File: src/rtl/instruction_fetch.sv
// Instruction fetch: PC, IR and the FETCH/EXEC handshake with instruction memory.
// Define PC_ALIGN_CHECK_EN to trap misaligned next-PC targets into a sticky fault.
module instruction_fetch #(
   parameter logic [31:0] RESET_PC = 32'h0000_0000
) (
   input  logic        clk,
   input  logic        rst,
   input  logic [1:0]  PCselect,
   input  logic        Branch,
   input  logic        zero,
   input  logic [31:0] jr_addr,
   input  logic        stall,
   output logic        imem_req,
   output logic [31:0] imem_addr,
   input  logic [31:0] imem_rdata,
   input  logic        imem_valid,
   output logic [31:0] instr,
   output logic [5:0]  opcode,
   output logic [5:0]  func,
   output logic        instr_valid,
   output logic [31:0] pc,
   output logic [31:0] pc_plus4,
   output logic        fault
);

   typedef enum logic {
      S_FETCH = 1'b0,
      S_EXEC  = 1'b1
   } state_t;

   state_t      r_state;
   logic [31:0] r_pc;
   logic [31:0] r_ir;

   logic [31:0] w_pc_plus4;
   logic [31:0] w_br_off;
   logic [31:0] w_br_tgt;
   logic [31:0] w_j_tgt;
   logic [31:0] w_next_pc;

   assign w_pc_plus4 = r_pc + 32'd4;
   assign w_br_off   = {{14{r_ir[15]}}, r_ir[15:0], 2'b00};
   assign w_br_tgt   = w_pc_plus4 + w_br_off;
   assign w_j_tgt    = {w_pc_plus4[31:28], r_ir[25:0], 2'b00};

   always_comb begin
      w_next_pc = w_pc_plus4;
      case (PCselect)
         2'b00:   w_next_pc = (Branch && zero) ? w_br_tgt : w_pc_plus4;
         2'b01:   w_next_pc = w_j_tgt;
         2'b10:   w_next_pc = jr_addr;
         default: w_next_pc = w_pc_plus4;
      endcase
   end

`ifdef PC_ALIGN_CHECK_EN
   logic r_fault;
   logic w_misalign;

   assign w_misalign = (w_next_pc[1:0] != 2'b00);
   assign fault      = r_fault;

   always_ff @(posedge clk) begin
      if (rst) begin
         r_state <= S_FETCH;
         r_pc    <= RESET_PC;
         r_ir    <= 32'h0;
         r_fault <= 1'b0;
      end else begin
         unique case (r_state)
            S_FETCH: begin
               if (imem_valid) begin
                  r_ir    <= imem_rdata;
                  r_state <= S_EXEC;
               end
            end
            S_EXEC: begin
               if (!stall) begin
                  r_state <= S_FETCH;
                  // A bad target keeps pc, so the same instruction is refetched.
                  if (w_misalign) r_fault <= 1'b1;
                  else            r_pc    <= w_next_pc;
               end
            end
         endcase
      end
   end
`else
   assign fault = 1'b0;

   always_ff @(posedge clk) begin
      if (rst) begin
         r_state <= S_FETCH;
         r_pc    <= RESET_PC;
         r_ir    <= 32'h0;
      end else begin
         unique case (r_state)
            S_FETCH: begin
               if (imem_valid) begin
                  r_ir    <= imem_rdata;
                  r_state <= S_EXEC;
               end
            end
            S_EXEC: begin
               if (!stall) begin
                  r_state <= S_FETCH;
                  r_pc    <= w_next_pc;
               end
            end
         endcase
      end
   end
`endif

   assign imem_req    = (r_state == S_FETCH) && !rst;
   assign instr_valid = (r_state == S_EXEC) && !rst;
   assign imem_addr   = r_pc;
   assign pc          = r_pc;
   assign pc_plus4    = w_pc_plus4;
   assign instr       = r_ir;
   assign opcode      = r_ir[31:26];
   assign func        = r_ir[5:0];

endmodule

File: config.mk
export PLATFORM = sky130hd
export DESIGN_NAME = instruction_fetch
export DESIGN_NICKNAME = d
export VERILOG_FILES = /design/src/rtl/instruction_fetch.sv
export SDC_FILE = /design/constraint.sdc
export NUM_CORES = 1
export LEC_CHECK = 0
export CORE_ASPECT_RATIO = 0.5
export CORE_UTILIZATION = 41
export CTS_CLUSTER_DIAMETER = 50
export CTS_CLUSTER_SIZE = 10
export DETAILED_ROUTE_END_ITERATION = 8
export GPL_TIMING_DRIVEN = 0
export MAX_ROUTING_LAYER = met4
export PLACE_DENSITY = 0.75
export SYNTH_ARGS = -nofsm -noshare
export SYNTH_HDL_FRONTEND = slang
export SYNTH_SLANG_ARGS = --single-unit
File: constraint.sdc
create_clock -name clk -period 10.8 [get_ports clk]
set_clock_uncertainty 0.05 [all_clocks]
set_input_delay 2.16 -clock clk [delete_from_list [all_inputs] [get_ports clk]]
set_output_delay 2.16 -clock clk [all_outputs]
set_load 0.02 [all_outputs]
Word-level counts from Yosys, hierarchy flattened
Index checks and enable logic that the tools add are counted.

Memory bits (read-only): 0. Output and inout port bits: 143. Input bits: 72. Word-level logic and storage cells: 21. Latch bits: 0. Bits in registers: 65. Memories kept: 0. Memory bits (writable): 0.

Divide/modulo/power cells: 0. $add $sub $neg: 2. Reductions and logical operators: 7. Equal/unequal tests: 2. Shift operators: 0. $mul: 0. Multiplexer cells: 5. Bitwise gates (word level): 2. Magnitude comparators: 0.

Operator list (number): 32-bit one-hot mux with 3 select lines (1); 32-bit by 3-bit adder with 32-bit output (second input constant) (1); 32-bit adder (1); 32-bit two-way mux (1); 2-bit AND reduction (2); 1-bit logical AND (3); 2-bit by 1-bit equality test with 1-bit output (second input constant) (1); 2-bit equality test (second input constant) (1); 2-bit zero test (1); 1-bit two-way mux (2); 1-bit NOT (2); 1-bit one-hot mux with 2 select lines (1); 1-bit zero test (1).

Longest topological paths before layout
Word-level depth: 4. Depth in mapped cells: 17. Gate-level depth less buffers: 16.

Least setup slack after synthesis
No wires, ideal clock.

Kind: input to output. Start point: input port rst. End point: output port imem_req. Cell stages on the path: 4. Path buffers: 3. Data required time: 8590 ps. Path slack: 5646 ps. Arrival time: 2944 ps. Cells stage by stage: clkbuf_1 -> clkbuf_8 -> clkbuf_1 -> nor2_1.

Cells in the longest elaborated chain, start to end: 2.

Ends and longest elaborated chain: from (decl) (RTL line 7) `input logic rst,`; 1-bit zero test (RTL line 115) `assign imem_req = (r_state == S_FETCH) && !rst;`; 1-bit logical AND (RTL line 115); to (decl) (RTL line 13) `output logic imem_req,`.

No other way between the ends.

Final worst setup path
Ends and elaborated chain as after synthesis.

==> impl_metrics.py <==
metrics = {
    "outcome": {
        "status": "completed",
    },
    "finish": {
        "fin_nets": 1113,
        "fillers": 1272,
        "multiInputGateArea_um2": 3810,
        "regArea_um2": 1300,
        "layout_common_cells": "clkdlybuf4s50_1, nand2_1, a21oi_1",
        "final_common_cell": "clkdlybuf4s50_1",
        "diodes": 0,
        "area_growth_pct": 47.0,
        "drive_above_1_share": 0.0854,
    },
    "worst_setup_path": {
        "cp-end-kind": "primary output",
        "worst_setup_path_start_kind": "primary input",
        "cp.arrival_ps": 3700,
        "crit_path_max_fanout": 10,
        "crit_chain": "clkbuf_1, clkbuf_8, clkbuf_1, nor2_1, clkdlybuf4s50_1",
        "cp_slowest_stage_delay_ps": 560,
        "crit_path_frequent_cell": "clkbuf_1",
        "cpMaxStageDelayCell": "clkdlybuf4s50_1",
        "crit_required_ps": 8590,
        "criticalPathCategory": "in -> out",
    },
    "clock_tree": {
        "htreeDepth": 3,
        "cts_hold_repair.buffers": 0,
        "cts_sinks": 65,
        "cts.path.max_buffers": 2,
        "clkSlewWorstSetupHoldPaths_ps": 60,
        "cts_buffers": 9,
        "cts_setup_buffers": 0,
        "cts_tree": "done",
        "clock_latency_ps": 350,
        "root_buffer": "clkbuf_16",
        "cts_resized": 0,
    },
    "timing": {
        "min_period_ps": 5910,
        "period_share": 0.547,
        "max_freq_mhz": 169,
        "setup-violations-final": 0,
        "tightest_slew_ps": 899,
        "fin_hold_ws_ps": 424,
        "tns_ps": 0,
        "rsz0062_at_grt": "no",
        "relSlewSlack": 0.400,
        "slew_viol_final": 0,
        "finalHoldViolations": 0,
    },
    "place": {
        "hpwl_um": 18400,
        "io_buffers": 212,
        "place.gp.congestion": 0.952,
    },
    "route": {
        "drc": 0,
        "avgViaCountPerCell": 5.73,
        "routed_wl_um": 24100,
        "vias": 6871,
        "wl_per_cell_um": 20.1,
        "drt_pass1_iterations": 6,
        "drt_iter0_drc": 837,
        "antenna_left": 0,
    },
    "die": {
        "core-area_um2": 13600,
        "initial_core_util": 0.423,
        "fp.dieH_um": 85.8,
        "rows": 30,
        "fp.dieArea_um2": 14600,
        "io_pins": 215,
        "die_x_um": 170,
    },
    "synth": {
        "yosysTopAreaCell": "dfxtp_1",
        "syn-instance-count": 779,
        "syn_nets": 890,
        "yosys-top-cells-area": "dfxtp_1, ha_1, a21oi_1",
        "ys.flop_type": "dfxtp_1",
        "syn_area_per_cell_um2": 7.40,
        "ys_seq_elements": 65,
        "synth_edf_count": 0,
        "netlist_area_um2": 5760,
        "yosysWarnings": 0,
        "yosysSeqAreaShare": 0.226,
        "async_reset_ff_frac": 0,
        "ys_types": 66,
        "synth_top_area_frac": 0.226,
    },
    "global_route": {
        "grt_util_all_layers": 0.335,
        "grt_pass1_wl_um": 35800,
        "grt_overflow": 0,
        "grt_antenna_before_repair": 0,
        "grt_start_max_net_pins": 20,
        "first_global_vias": 6316,
    },
    "hold_path": {
        "hold_path.class": "reg -> reg",
    },
    "pwr": {
        "p_per_area_nw_per_um2": 105,
        "p_leak_nw": 3.41,
        "vdd_drop_max_mv": 0.0733,
    },
    "flow_run": {
        "max-cap-violations": 0,
    },
}
## per-layer routing
metal,GRT usage,vias to the layer above,share of wire
li1,-,3215,-
met4,0.0934,0,0.019
met5,-,-,0
met1,0.444,3262,0.44
met2,0.509,349,0.45
met3,0.0748,45,0.094
## worst max-delay path: cells and delay by family
family | cells | cell delay [ps]
buffers and inverters | 4 | 1460
AND/OR/NAND/NOR | 1 | 70
## stage by stage
stage          instances  worst slack [ps]  area [µm²]  power, W  utilization
2_1_floorplan        779              5650        5760  0.000419            -
3_3_place_gp        1183              4910        8130  0.000537        0.596
3_5_place_dp        1183              4910        8130  0.000540        0.596
4_1_cts             1199              4920        8470  0.000885        0.622
5_1_grt             1199              4870        8470  0.000918        0.622
6_report            1199              4890        8470  0.000892        0.622
## path summary, 6_finish.rpt
check / startpoint / endpoint / slack, ps / depth (start not counted)
setup / recovery: rst / imem_req / 4890 / 5
hold / removal: instr[27] / instr[27] / 420 / 2
setup reg to reg: imem_addr[2] / imem_addr[31] / 6080 / 16
hold reg to reg: instr[27] / instr[27] / 420 / 2
## flip-flops by register name (all words and copies together) (netlist names)
register and flops:
instr 32, imem_addr 32, r_state 1
## report_power, final
group          internal (W)  total [W]  switching, W
clock network      0.000232   0.000350      0.000119
logic              0.000123   0.000266      0.000143
registers          0.000253   0.000275     0.0000222
total              0.000607   0.000892      0.000284
## synthesized netlist by cell type (4+ instances only)
| cell type | number |
|---|---|
| nand3_1 | 16 |
| buf_4 | 48 |
| nor2_1 | 48 |
| xor2_1 | 18 |
| a21oi_1 | 88 |
| a21o_1 | 19 |
| or3_1 | 4 |
| nand4_1 | 18 |
| xnor2_1 | 32 |
| a211o_1 | 5 |
| a31oi_1 | 4 |
| o22ai_1 | 6 |
| o21bai_1 | 6 |
| nor2b_1 | 8 |
| ha_1 | 38 |
| nor3_1 | 18 |
| inv_1 | 12 |
| a22oi_1 | 23 |
| nand2_1 | 108 |
| clkbuf_1 | 41 |
| a211oi_1 | 13 |
| dfxtp_1 | 65 |
| clkbuf_8 | 5 |
| nand2b_1 | 10 |
| and3_1 | 8 |
| a221oi_1 | 11 |
| o21ai_0 | 46 |
| o221ai_1 | 6 |
## cell families (layout without fill, tap and decap cells)
logic type	after synthesis	after routing	synth area share
simple gates	262	262	0.218
mux	1	1	0.00195
compound gates	251	251	0.276
fa+ha+maj	39	39	0.0860
flops	65	65	0.226
xor+xnor	51	51	0.0788
buf+inv	109	337	0.113
other cells	1	1	0.000651
## final cells by class
cell class | instances | share of cell area
clock inverters | 5 | 0.0121
clock buffers | 11 | 0.0287
multi-input cells | 605 | 0.450
inverters | 12 | 0.00532
repair buffers | 212 | 0.250
well taps | 192 | 0.0284
plain buffers | 97 | 0.0718
flip-flops and latches | 65 | 0.154
No activity file was read; power rests on OpenSTA's default activity.
